File: src/rtl/alu_op_scheduler.sv
// Round-robin scheduler sharing one registered-output ALU between NUM_REQ requesters.
// One operation is outstanding at a time; results return on a tagged response channel.
module alu_op_scheduler #(
    parameter int NUM_REQ     = 4,
    parameter int ID_W        = 2,
    parameter int ALU_LATENCY = 1
) (
    input  logic                  clk,
    input  logic                  rst_n,
    input  logic [NUM_REQ-1:0]    req_valid,
    output logic [NUM_REQ-1:0]    req_ready,
    input  logic [3*NUM_REQ-1:0]  req_opcode,
    input  logic [32*NUM_REQ-1:0] req_a,
    input  logic [32*NUM_REQ-1:0] req_b,
    output logic [2:0]            alu_opcode,
    output logic [31:0]           alu_a,
    output logic [31:0]           alu_b,
    input  logic [31:0]           alu_result,
    output logic                  rsp_valid,
    input  logic                  rsp_ready,
    output logic [ID_W-1:0]       rsp_id,
    output logic [31:0]           rsp_result,
    output logic                  rsp_illegal,
    output logic                  busy
);

    localparam int CNT_W = $clog2(ALU_LATENCY + 2) + 1;
    localparam logic [2:0] OP_NONE = 3'b111;

    typedef enum logic [1:0] {StIdle, StWait, StResp} state_t;

    state_t            state_q, state_d;
    logic [ID_W-1:0]   rr_q, rr_d;
    logic [CNT_W-1:0]  cnt_q, cnt_d;
    logic [2:0]        op_q, op_d;
    logic [31:0]       a_q, a_d, b_q, b_d;
    logic [ID_W-1:0]   id_q, id_d;
    logic [31:0]       res_q, res_d;
    logic              ill_q, ill_d;

    logic              grant_found;
    logic [ID_W-1:0]   grant_idx;
    logic [2:0]        grant_op;

    // Search from the round-robin pointer upward, wrapping at NUM_REQ.
    always_comb begin
        int idx;
        grant_found = 1'b0;
        grant_idx   = '0;
        idx         = 0;
        for (int k = 0; k < NUM_REQ; k++) begin
            idx = int'(rr_q) + k;
            if (idx >= NUM_REQ) idx = idx - NUM_REQ;
            if (!grant_found && req_valid[idx]) begin
                grant_found = 1'b1;
                grant_idx   = ID_W'(idx);
            end
        end
    end

    assign grant_op = req_opcode[3*grant_idx +: 3];

    always_comb begin
        req_ready = '0;
        if (state_q == StIdle && rst_n && grant_found) req_ready[grant_idx] = 1'b1;
    end

    always_comb begin
        state_d = state_q;
        rr_d    = rr_q;
        cnt_d   = cnt_q;
        op_d    = op_q;
        a_d     = a_q;
        b_d     = b_q;
        id_d    = id_q;
        res_d   = res_q;
        ill_d   = ill_q;
        unique case (state_q)
            StIdle: begin
                if (grant_found) begin
                    op_d = grant_op;
                    a_d  = req_a[32*grant_idx +: 32];
                    b_d  = req_b[32*grant_idx +: 32];
                    id_d = grant_idx;
                    rr_d = (int'(grant_idx) == NUM_REQ - 1) ? '0 : grant_idx + 1'b1;
                    if (grant_op == OP_NONE) begin
                        res_d   = '0;
                        ill_d   = 1'b1;
                        state_d = StResp;
                    end else begin
                        cnt_d   = CNT_W'(ALU_LATENCY + 1);
                        state_d = StWait;
                    end
                end
            end
            StWait: begin
                cnt_d = cnt_q - 1'b1;
                if (cnt_q == CNT_W'(1)) begin
                    res_d   = alu_result;
                    ill_d   = 1'b0;
                    state_d = StResp;
                end
            end
            StResp: begin
                if (rsp_ready) state_d = StIdle;
            end
            default: state_d = StIdle;
        endcase
    end

    always_ff @(posedge clk or negedge rst_n) begin
        if (!rst_n) begin
            state_q <= StIdle;
            rr_q    <= '0;
            cnt_q   <= '0;
            op_q    <= OP_NONE;
            a_q     <= '0;
            b_q     <= '0;
            id_q    <= '0;
            res_q   <= '0;
            ill_q   <= 1'b0;
        end else begin
            state_q <= state_d;
            rr_q    <= rr_d;
            cnt_q   <= cnt_d;
            op_q    <= op_d;
            a_q     <= a_d;
            b_q     <= b_d;
            id_q    <= id_d;
            res_q   <= res_d;
            ill_q   <= ill_d;
        end
    end

    // The ALU only sees a real opcode while waiting; 111 elsewhere keeps alu_result frozen.
    assign alu_opcode  = (state_q == StWait) ? op_q : OP_NONE;
    assign alu_a       = a_q;
    assign alu_b       = b_q;
    assign rsp_valid   = (state_q == StResp);
    assign rsp_id      = id_q;
    assign rsp_result  = res_q;
    assign rsp_illegal = ill_q;
    assign busy        = (state_q != StIdle);

endmodule
File: config.mk
export PLATFORM = sky130hd
export DESIGN_NAME = alu_op_scheduler
export DESIGN_NICKNAME = d
export VERILOG_FILES = /design/src/rtl/alu_op_scheduler.sv
export SDC_FILE = /design/constraint.sdc
export NUM_CORES = 1
export LEC_CHECK = 0
export BUFFER_PORTS_ARGS = -buffer_cell sky130_fd_sc_hd__buf_2
export CORE_AREA = 2 2 159 161
export DETAILED_ROUTE_END_ITERATION = 16
export DIE_AREA = 0 0 161 163
export GPL_ROUTABILITY_DRIVEN = 0
export HOLD_SLACK_MARGIN = 0.05
export SYNTH_ARGS = -nofsm -noshare
export SYNTH_HDL_FRONTEND = slang
export SYNTH_SLANG_ARGS = --single-unit
File: constraint.sdc
create_clock -name clk -period 2.55 [get_ports clk]
set_input_delay 0.51 -clock clk [delete_from_list [all_inputs] [get_ports clk]]
set_output_delay 0.51 -clock clk [all_outputs]
set_load 0.05 [all_outputs]
==> Word-level counts from Yosys, hierarchy flattened <==
Cells that the tools add are included.
{ "classes": {"mux": 45, "n_eq_ne": 10, "n_shift": 3, "n_reduce_logical": 16, "addsub": 9, "order_cmp": 10, "mul": 1} }
{ "op_table": {"columns": ["cell", "n"], "rows": [
  ["128-bit by 8-bit variable part select with 32-bit output", 2],
  ["32-bit two-way mux", 7],
  ["32-bit by 4-bit < comparator with 1-bit output (second input constant)", 4],
  ["32-bit case mux with 2 select lines", 1],
  ["2-bit two-way mux", 9],
  ["1-bit two-way mux", 16],
  ["12-bit by 5-bit variable part select with 3-bit output", 1],
  ["3-bit by 3-bit subtractor with 4-bit output (second input constant)", 3],
  ["3-bit >= comparator (second input constant)", 3],
  ["3-bit two-way mux", 3],
  ["1-bit binary-select mux with 2-bit select", 4],
  ["2-bit by 2-bit adder with 3-bit output (second input constant)", 2],
  ["1-bit logical AND", 6],
  ["2-bit != test (second input constant)", 3],
  ["2-bit case mux with 3 select lines", 1],
  ["3-bit case mux with 2 select lines", 1],
  ["3-bit AND reduction", 2],
  ["2-bit by 1-bit == test with 1-bit output (second input constant)", 2],
  ["2-bit by 2-bit multiplier with 4-bit output (first input constant)", 1],
  ["4-bit two-way mux", 1],
  ["2-bit by 1-bit != test with 1-bit output (second input constant)", 2],
  ["4-bit AND reduction", 1],
  ["2-bit nonzero test", 2],
  ["2-bit by 3-bit subtractor with 4-bit output (second input constant)", 1],
  ["14 further kinds", 16]
]} }
{ "word_totals": {"ff_bits": 109, "word_cells": 103, "inputBits": 307, "output_inout_bits": 108} }

==> Longest topological paths before layout <==
{ "depth": {"ltp_word": 21, "ltp_mapped": 11, "ltp_nobuf": 8} }

==> Worst setup path after synthesis <==
Ideal clock, no wire load.
{ "synth_path": {"path_type": "input-to-output", "from": "input req_valid[3]", "to": "output req_ready[2]", "arrival_ns": 2.142, "n_path_buf": 3, "path_stages": 8, "t_required_ns": 2.040, "path_slack_ns": -0.102, "path_cell_list": "and3b_1 > o21ai_1 > and2_1 > buf_6 > buf_2 > buf_1 > ha_1 > and3_1"} }
{ "synth_between": {"elab_chain_cells": 18, "elab_cells_between_ends": 33, "classes_between": "2 x order compare; 23 x mux; 8 x reduce/logical"} }
{ "synth_rtl": {"columns": ["element", "line", "source"], "rows": [
  ["start, declared", "10", "input logic [NUM_REQ-1:0] req_valid,"],
  ["1-bit binary-select mux with 2-bit select", "54", "if (!grant_found && req_valid[idx]) begin"],
  ["1-bit two-way mux (not written as such) (2 in a row)", "54", null],
  ["1-bit two-way mux", "54", null],
  ["1-bit zero test", "54", null],
  ["1-bit logical AND", "54", null],
  ["1-bit two-way mux", "54", null],
  ["1-bit zero test", "54", null],
  ["1-bit logical AND", "54", null],
  ["(+2 left out)", null, null],
  ["1-bit logical AND", "54", null],
  ["2-bit two-way mux *", "54", null],
  ["via grant_idx[1]", "42", "logic [ID_W-1:0] grant_idx;"],
  ["2-bit by 3-bit < comparator with 1-bit output (not written as such) / 2-bit by 1-bit >= comparator with 1-bit output (equally long branches)", "65", "if (state_q == StIdle && rst_n && grant_found) req_ready[grant_idx] = 1'b1;"],
  ["1-bit logical AND (not written as such)", "65", null],
  ["1-bit two-way mux (not written as such)", "65", null],
  ["1-bit demux with 2-bit select *", "65", null],
  ["4-bit two-way mux *", "65", null],
  ["end, declared", "11", "output logic [NUM_REQ-1:0] req_ready,"]
]} }
The timed path passes the listed nets; every way through them passes the cells marked *. The select of a mux whose other input is x is not followed.

==> Worst setup path after layout <==
{ "layout_path": {"from": "register rr_q[1]", "to": "output req_ready[2]"} }
{ "layout_between": {"elab_chain_cells": 20, "elab_cells_between_ends": 48, "classes_between": "7 x add/sub; 6 x order compare; 27 x mux; 8 x reduce/logical"} }
{ "layout_rtl": {"columns": ["element", "line", "source"], "rows": [
  ["start, declared", "33", "logic [ID_W-1:0] rr_q, rr_d;"],
  ["start signal, assigned", "124", "rr_q <= rr_d;"],
  ["branches (longest 19 deep; another with 3-bit by 3-bit subtractor with 4-bit output)", null, null],
  ["4-bit two-way mux *", "65", null]
]} }
Every way passes the cells marked *. The select of a mux whose other input is x is not followed.

==> results.toml <==
[outcome]
outcome = "completed"

[clocking]
cts_tree = "yes"
clk-insertion-delay-late_ns = 0.35
root_buffer = "clkbuf_16"
clk_path_buf_depth = 2
cts_sinks = 109
path_clk_slew_ns = 0.08
cts_buffers = 9
post_cts_buffers = 0
h-tree-depth = 3

[run]
drv_cap = 0

[critical_path]
r2r_cells = 7
timing.rr.end = "alu_b[23]"
crit_path_end = "req_ready[2]"
rrSetupSlack_ns = 0.33
crit_start = "rr_q[1]"
crit_path_start_kind = "flop"
path_max_fanout = 8
cp-end-kind = "primary output"
cp.required_ns = 2.04
worstReg2RegStart = "rr_q[1]"
critical_path_class = "reg -> out"
cp.arrival_ns = 1.91

[sta]
maxSlewViolCount = 0
worstMarginPinSlew_ns = 0.7779
slew_headroom = 0.4814
rsz0062_at_grt = "yes"
fin_hold_ws_ns = 0.4362
finalSetupTns_ns = 0
finalSetupViolations = 0
final.period_utilization = 0.9503
hold_viol = 0
fmax_mhz = 412.6
clock_skew_ns = 0.01304
fin_crit_ns = 2.423

[logic_synthesis]
synth_ff_type = "dfrtp_1"
synth_area_um2 = 6502
postSynthCellCount = 902
async_reset_ff_frac = 1.000
synth_edf_count = 0
synth-xor-area-share = 0.002694
synth_area_leaders = "dfrtp_1 41%, nand2_1 23%, o21ai_0 9.9%, mux2i_1 6.0%, nand3_1 4.9%"
synthTopCellsByCount = "397 x nand2_1, 129 x o21ai_0, 106 x dfrtp_1, 64 x nand3_1, 39 x mux2i_1"
synth.largest_area_cell = "dfrtp_1"
ys_ff_latch = 109
muxShareOfSynthArea = 0.06638
syn_area_per_cell_um2 = 7.209
yosys.area_share.simple = 0.3046
synth_top_family_by_area = "simple AND/OR/NAND/NOR gates"
ys_seq_area_frac = 0.4201
synth_compound_area_frac = 0.1412
yosysMostFrequentCell = "nand2_1"
ys_warn_count = 0
synth_fp_nets = 1215
yosys.area_share.adder = 0.01155
ys_types = 36
yosysTopAreaCellShare = 0.4079

[power_and_ir_drop]
power_mw = 12.33
p_per_area_nw_per_um2 = 1327
p_leak_nw = 5.039
peakVddDrop_uv = 664.8

[layout]
areaGrowthSynthToFinish_pct = 42.95
fin_cells = 1617
layout-drive-gt1-share = 0.3692
fin_nets = 1592

[floorplanning]
dieArea_um2 = 26240
chipWidth_um = 161
pin_count = 415
core_area_um2 = 24670
die_y_um = 163
start_util = 0.2635
core.rowCount = 58

[detailed_routing]
drt_pass1_iterations = 5
route.detailed.drc = 0
wl_per_cell_um = 14.43
post_drt_via_cell_ratio = 4.481
ant_nets = 0
num_vias = 7246
drtIter0Drc = 345
drt_wl_total_mm = 23.34

[global_routing]
grt_pass1_vias = 7080
grt_pass1_wl_mm = 36.82
antenna_found_initial = 7
track_usage = 0.1760
grt_max_degree = 76
grt_overflow = 0

[place]
dp_cells = 1597
io_buffer_count = 414
dp_hpwl_mm = 17.98

[min_path]
hold_path_class = "in -> reg"
hold_depth = 3
per-layer routing:
layer / routed length [um] / up-vias / global-route usage
met5: 41 / - / 0
met4: 406 / 6 / 0.04464
met3: 1865 / 35 / 0.04813
met2: 11050 / 286 / 0.3032
met1: 9979 / 3211 / 0.2183
li1: - / 3708 / -
state kept, by name, indices dropped and copies added (netlist names):
signal,cells
alu_a,32
alu_b,32
rsp_result,32
cnt_q,3
op_q,3
rr_q,2
rsp_id,2
state_q,2
rsp_illegal,1
timing repair:
action | in CTS | in global routing
endpoints found under the hold margin | 1 | 0
pin swaps | 0 | 1
hold buffers | 1 | 0
resized for setup | 3 | 10
endpoints found under the setup margin | 2 | 4
through the flow:
step           instance area [um^2]    util  worst slack, ns
5_1_grt                        9293  0.3766         -0.01783
3_5_place_dp                   8935  0.3621           0.1093
2_1_floorplan                  6507       -          0.01864
3_3_place_gp                   8935  0.3621           0.1600
6_report                       9295  0.3767           0.1266
4_1_cts                        9263  0.3754         0.007464
layout by cell type, fill, tap and decap left out, types with 2 or more instances in the layout:
cell	netlist	final
a21oi_1	35	34
and3_2	0	4
buf_12	0	6
buf_2	23	409
buf_4	0	18
buf_6	4	3
clkbuf_16	0	9
dfrtp_1	106	105
dfstp_2	3	3
diode_2	0	3
ha_1	6	6
inv_1	6	4
inv_6	0	3
mux2_4	2	2
mux2i_1	39	39
nand2_1	397	397
nand2b_1	5	4
nand3_1	64	64
nor2_1	5	4
nor2b_1	5	4
o21ai_0	129	129
o21ai_1	8	8
worst min path at each step:
stage                               from        endpoint  slack (ns)
after CTS                 alu_result[11]  rsp_result[11]        0.42
final                     alu_result[19]  rsp_result[19]        0.44
after global placement             rst_n       rsp_id[0]        0.33
after global routing      alu_result[25]  rsp_result[25]        0.43
after detailed placement           rst_n       rsp_id[0]        0.33
after floorplan                    rst_n        alu_a[0]        0.21
critical path: stages, from the launching register on:
cell	delay, ns
dfrtp_2	0.45
o221a_2	0.27
and2_4	0.19
buf_12	0.15
ha_1	0.17
and3_2	0.20
buf_6	0.15
logic make-up after synthesis:
logic type	count (synthesis)
buffers and inverters	77
AOI/OAI and AO/OA	178
and+or+nand+nor	488
adders and majority gates	6
xor gates and xnor gates	2
muxes	42
DFF	109
cell type report:
cell class | count | area [um^2]
Tap cell | 330 | 412.9
Multi-Input combinational cell | 716 | 3462
Inverter | 6 | 25.02
Sequential cell | 109 | 2733
Clock inverter | 6 | 80.08
Antenna cell | 3 | 7.507
Timing Repair Buffer | 437 | 2346
Clock buffer | 10 | 229.0
Fill cell | 2680 | 15380
where the power goes:
group | total [mW] | switching (mW) | internal [mW]
registers | 3.01 | 0.441 | 2.57
clock network | 1.49 | 0.703 | 0.784
logic | 7.83 | 5.70 | 2.13
total | 12.3 | 6.85 | 5.49
Power figures use the tool's default switching activity.
